**src/rtl/turn_timer.sv**
```systemverilog
// Per-turn countdown timer for a two-player game FSM.
// Counts whole seconds down from TURN_SECONDS and emits a single-cycle timeout strobe.
module turn_timer #(
    parameter int CLK_FREQ     = 50_000_000,
    parameter int TURN_SECONDS = 10
) (
    input  logic       clk,
    input  logic       rst,
    input  logic [2:0] current_state,
    input  logic       player_mov,
    output logic       timer_out,
    output logic [4:0] seconds_left,
    output logic [3:0] sec_tens,
    output logic [3:0] sec_ones,
    output logic       timer_active
);

    localparam int             PW       = (CLK_FREQ > 1) ? $clog2(CLK_FREQ) : 1;
    localparam logic [PW-1:0]  PRE_MAX  = PW'(CLK_FREQ - 1);
    localparam logic [4:0]     TURN_VAL = 5'(TURN_SECONDS);

    typedef enum logic [1:0] {
        IDLE    = 2'd0,
        RUNNING = 2'd1,
        EXPIRED = 2'd2
    } state_t;

    state_t         state_r;
    logic [2:0]     prev_state_r;
    logic [PW-1:0]  prescaler_r;

    logic player_turn_s;
    logic turn_change_s;
    logic reload_s;
    logic tick_s;

    // Binary 0..31 to two BCD digits without a divider.
    function automatic logic [7:0] to_bcd(input logic [4:0] v);
        logic [7:0] r;
        if (v >= 5'd30) begin
            r = {4'd3, 4'(v - 5'd30)};
        end else if (v >= 5'd20) begin
            r = {4'd2, 4'(v - 5'd20)};
        end else if (v >= 5'd10) begin
            r = {4'd1, 4'(v - 5'd10)};
        end else begin
            r = {4'd0, v[3:0]};
        end
        return r;
    endfunction

    // Turn bookkeeping decoded from the game FSM state and the move strobe.
    always_comb begin
        player_turn_s = (current_state == 3'd1) || (current_state == 3'd2);
        turn_change_s = (current_state != prev_state_r);
        reload_s      = (player_mov || turn_change_s) && player_turn_s;
        tick_s        = (prescaler_r == PRE_MAX);
    end

    // Countdown FSM; every output is registered and the BCD digits track seconds_left.
    always_ff @(posedge clk) begin
        if (rst) begin
            state_r                <= IDLE;
            prev_state_r           <= 3'd0;
            prescaler_r            <= '0;
            seconds_left           <= TURN_VAL;
            {sec_tens, sec_ones}   <= to_bcd(TURN_VAL);
            timer_out              <= 1'b0;
            timer_active           <= 1'b0;
        end else begin
            prev_state_r <= current_state;
            timer_out    <= 1'b0;
            if (!player_turn_s) begin
                state_r              <= IDLE;
                prescaler_r          <= '0;
                seconds_left         <= TURN_VAL;
                {sec_tens, sec_ones} <= to_bcd(TURN_VAL);
                timer_active         <= 1'b0;
            end else if (reload_s) begin
                state_r              <= RUNNING;
                prescaler_r          <= '0;
                seconds_left         <= TURN_VAL;
                {sec_tens, sec_ones} <= to_bcd(TURN_VAL);
                timer_active         <= 1'b1;
            end else begin
                case (state_r)
                    RUNNING: begin
                        if (tick_s) begin
                            prescaler_r <= '0;
                            // Final tick: land on zero and strobe once.
                            if (seconds_left < 5'd2) begin
                                state_r              <= EXPIRED;
                                seconds_left         <= 5'd0;
                                {sec_tens, sec_ones} <= 8'd0;
                                timer_out            <= 1'b1;
                                timer_active         <= 1'b0;
                            end else begin
                                state_r              <= RUNNING;
                                seconds_left         <= seconds_left - 5'd1;
                                {sec_tens, sec_ones} <= to_bcd(seconds_left - 5'd1);
                                timer_active         <= 1'b1;
                            end
                        end else begin
                            state_r      <= RUNNING;
                            prescaler_r  <= prescaler_r + 1'b1;
                            timer_active <= 1'b1;
                        end
                    end
                    EXPIRED: begin
                        state_r              <= EXPIRED;
                        prescaler_r          <= '0;
                        seconds_left         <= 5'd0;
                        {sec_tens, sec_ones} <= 8'd0;
                        timer_active         <= 1'b0;
                    end
                    default: begin
                        state_r      <= IDLE;
                        prescaler_r  <= '0;
                        timer_active <= 1'b0;
                    end
                endcase
            end
        end
    end

endmodule

```
**config.mk**
```make
export PLATFORM = sky130hd
export DESIGN_NAME = turn_timer
export DESIGN_NICKNAME = d
export VERILOG_FILES = /design/src/rtl/turn_timer.sv
export SDC_FILE = /design/constraint.sdc
export NUM_CORES = 1
export LEC_CHECK = 0
export CAP_MARGIN = 30
export CORE_MARGIN = 4
export CORE_UTILIZATION = 57
export CTS_CLUSTER_DIAMETER = 80
export DETAILED_ROUTE_END_ITERATION = 10
export PLACE_DENSITY = 0.79
export SLEW_MARGIN = 20
export SYNTH_ARGS = -nofsm -noshare
export SYNTH_HDL_FRONTEND = slang
export SYNTH_SLANG_ARGS = --single-unit
```
**constraint.sdc**
```tcl
create_clock -name clk -period 3.8 [get_ports clk]
set_clock_uncertainty 0.05 [all_clocks]
set_input_delay 0.76 -clock clk [delete_from_list [all_inputs] [get_ports clk]]
set_output_delay 0.76 -clock clk [all_outputs]
set_load 0.02 [all_outputs]
```
==> results.md <==
| Step | Metric | Value |
|---|---|---|
| run status | Outcome | finished clean |
| sta | Number of setup violations in the final report | 0 |
| floorplan | Die span in x | 71.5 um |
| floorplan | Initial Utilization | 0.609 |
| synth | Sequential share of the synthesized area | 0.375 |
| synth | Leading post-synthesis cells by cell area | sky130_fd_sc_hd__dfxtp_1 (37%), sky130_fd_sc_hd__xor2_1 (8.0%), sky130_fd_sc_hd__nor2_1 (7.0%), sky130_fd_sc_hd__ha_1 (5.4%), sky130_fd_sc_hd__xnor2_1 (3.8%) |
| sta | Achievable clock frequency | 0.313 GHz |
| clocking | Clk buf depth | 2 |
| global routing | Number of antenna violations at the first check in global routing | 0 |
| synth | Total number of yosys warnings | 0 |
| synth | Area leader, netlist | sky130_fd_sc_hd__dfxtp_1 |
| routing | Average via count per standard cell | 5.59 |
| synth | Most common library cells after synthesis | sky130_fd_sc_hd__dfxtp_1 (43), sky130_fd_sc_hd__nor2_1 (43), sky130_fd_sc_hd__xor2_1 (21) |
| global routing | Overflow left after global routing | 0 |
| clocking | H-tree level count | 2 |
| synth | Area of the mapped netlist | 2300 um2 |
| floorplan | Floorplan core area | 3770 um2 |
| placed design | Worst setup slack after placement | 0.631 ns |
| synth | Fraction of registers with async set or reset after synthesis | 0 |
| finish | Final-layout fill cell count | 320 |
| finish | Number of diodes added for antenna fixing | 0 |
| power and ir drop | Static power due to leakage | 0.919 nW |
| global routing | Wire length of the first global-routing pass | 7.79 mm |
| setup path | Critical-path maximum fanout | 10 |
| sta | Period Utilization, post-route | 0.841 |
| clocking | Cts bufs inserted | 5 |
| sta | Measured slew at the worst slew-check pin | 0.819 ns |
| routing | Routed WL per cell | 13.3 um |
| sta | RSZ-0062 raised after global routing | false |
| placed design | Count of input and output buffers | 18 |
| routing | Total number of vias | 1884 |
| routing | Post-detailed-route DRC marker count | 0 |
| clocking | Count of buffers added by post-CTS timing repair for setup | 0 |
| power and ir drop | Pwr per Cell Area | 297 nW/um2 |
| finish | Final nets | 305 |
| routing | Highest metal used | met4 |
| setup path | Startpoint type of the worst setup path | register |
| synth | Count of distinct cell types in the synthesized netlist | 54 |
| routing | DRC marker count from the first detailed-route iteration | 106 |
| synth | Most instantiated flip-flop cell in the synthesis netlist | sky130_fd_sc_hd__dfxtp_1 |
| placed design | GPL Wtd Cong | 0.939 |
| setup path | Capturing element type of the critical path | register |
| floorplan | Die height | 71.5 um |
| routing | Met1 wire length | 2.00 mm |
| setup path | Critical path type | register to register |
| routing | Sum of met3 wire segment lengths after detailed routing | 149 um |
| clocking | Hold-fix buffers at CTS | 0 |
| sta | Sum Neg Setup Slack | 0 ns |
| routing | Number of nets with antenna violations after routing | 0 |
| clocking | Clock input transition at the sequential cells of the worst setup and hold paths | 0.08 ns |
| run | Max-Cap Viols | 0 |
| sta | Pins Over Slew Limit | 0 |
| floorplan | Placement Rows | 22 |
| sta | Final Hold Violating Endpoints | 0 |
| synth | Number of standard cells after synthesis | 270 |
| placed design | HPWL after DPL | 3.31 mm |
| synth | Portion of synthesized cell area occupied by the leading cell type | 0.375 |
| setup path | Arrival time of the worst setup path | 3.32 ns |
| floorplan | Ports placed on the boundary | 21 |
| clocking | Post-cts sizing count | 0 |
| global routing | Number of global-route vias before repair | 1775 |
| setup path | Worst EP required | 3.92 ns |
| sta | Minimum period implied by the final worst setup slack | 3.20 ns |
| finish | Multi-input logic area | 1300 um2 |
| floorplan | Die ar. | 5110 um2 |
| hold path | Class of the worst hold path | register to register |
| synth | Mean instance size in the synthesized netlist | 8.50 um2 |
| finish | Share of layout cells above drive strength 1 | 0.0727 |
| global routing | Pin count of the biggest net entering global routing | 26 |
| routing | Detailed route wirelength on metal2 | 2.19 mm |
| routing | Wirelength, routed | 4.48 mm |
| power and ir drop | VDD IR-drop max | 0.277 mV |
| sta | Final setup margin | 0.603 ns |
| routing | Drt pass-1 iters | 4 |
| clocking | Clock tree root driver cell | sky130_fd_sc_hd__clkbuf_8 |
| finish | Combined flip-flop and latch cell area | 861 um2 |
| sta | Worst rel slew slack | 0.438 |
| clocking | Count of clock tree sinks | 43 |
| finish | Synth-to-layout area growth | 12.0% |
| global routing | Overall routing resource usage | 0.188 |
| synth | Number of enable flip-flop cells after synthesis | 0 |
| clocking | Source-to-sink clock delay at the later pin of the worst-skew pair | 0.29 ns |
| synth | Number of flip-flops and latches in the synthesized netlist | 43 |
| clocking | TritonCTS clock tree | done |
## flip-flops by register name (all words and copies together) (netlist names)
register and cells:
prescaler_r 26, prev_state_r 3, sec_ones 3, sec_tens 2
seconds_left 5, state_r 2, timer_active 1, timer_out 1
## final timing paths
kind / startpoint / to / slack [ns] / cells after the start
setup / recovery: seconds_left[1] / sec_ones[3] / 0.60 / 10
hold / removal: prescaler_r[0] / prescaler_r[0] / 0.40 / 1
setup reg to reg: seconds_left[1] / sec_ones[3] / 0.60 / 10
hold reg to reg: prescaler_r[0] / prescaler_r[0] / 0.40 / 1
## report_power, final
part / leakage [nW] / internal (mW) / total (mW) / switching (mW)
combinational: 0.524 / 0.0108 / 0.0213 / 0.0105
clock: 0.0470 / 0.143 / 0.288 / 0.146
sequential: 0.347 / 0.453 / 0.454 / 0.00108
total: 0.919 / 0.606 / 0.764 / 0.157
## metal layers
layer  global-route usage  up-vias
li1                     -      958
met1                0.221      878
met2                0.321       32
met3               0.0477       16
met4               0.0856        0
met5                    0        -
## worst max-delay path, stage by stage (launching register included)
cell and delay, ns:
sky130_fd_sc_hd__dfxtp_1 0.40, sky130_fd_sc_hd__or4_1 0.59, sky130_fd_sc_hd__and2_1 0.21, sky130_fd_sc_hd__inv_1 0.08
sky130_fd_sc_hd__ha_1 0.19, sky130_fd_sc_hd__a21boi_0 0.09, sky130_fd_sc_hd__mux2_1 0.30, sky130_fd_sc_hd__nor3_1 0.49
sky130_fd_sc_hd__a2111oi_0 0.14, sky130_fd_sc_hd__o41ai_1 0.42, sky130_fd_sc_hd__a21oi_1 0.10
## metrics by stage
stage	util	hold WS [ns]	area (um2)	power, mW	std cells
6_report	0.682	0.401	2570	0.764	337
5_1_grt	0.682	0.437	2570	0.792	337
4_1_cts	0.682	0.402	2570	0.770	337
3_5_place_dp	0.659	0.388	2480	0.486	330
3_3_place_gp	0.659	0.386	2480	0.486	330
2_1_floorplan	-	0.368	2300	0.479	271
## placed cells by master, fill, tap and decap left out, drive strengths merged, types with 3 or more instances in the layout
master         instances
a21oi                 14
clkbuf                 6
inv                   13
xor2                  21
nand3                 11
and2                   4
ha                    10
and4                   4
nand2                 19
or3                    4
buf                    4
nor2                  43
dfxtp                 43
o21ai                  3
nor3                   8
and3                   4
nor2b                  4
nand4                  7
clkdlybuf4s50         18
xnor2                 10
## cell type report
class	instances	area share
multi-input combinational	204	0.507
sequential	43	0.335
timing repair buffer	22	0.0818
clock buffer	6	0.0321
tap	48	0.0234
inverter	13	0.0190
clock inverter	1	0.00195
## kinds of logic after synthesis
kind of cell | Yosys count | share of synthesized area
and+or+nand+nor | 120 | 0.266
DFF | 43 | 0.375
AOI/OAI and AO/OA | 38 | 0.112
xor gates and xnor gates | 31 | 0.118
buffers and inverters | 24 | 0.0589
adders and majority gates | 10 | 0.0545
muxes | 3 | 0.0136
other | 1 | 0.00163
Power figures use the tool's default switching activity.
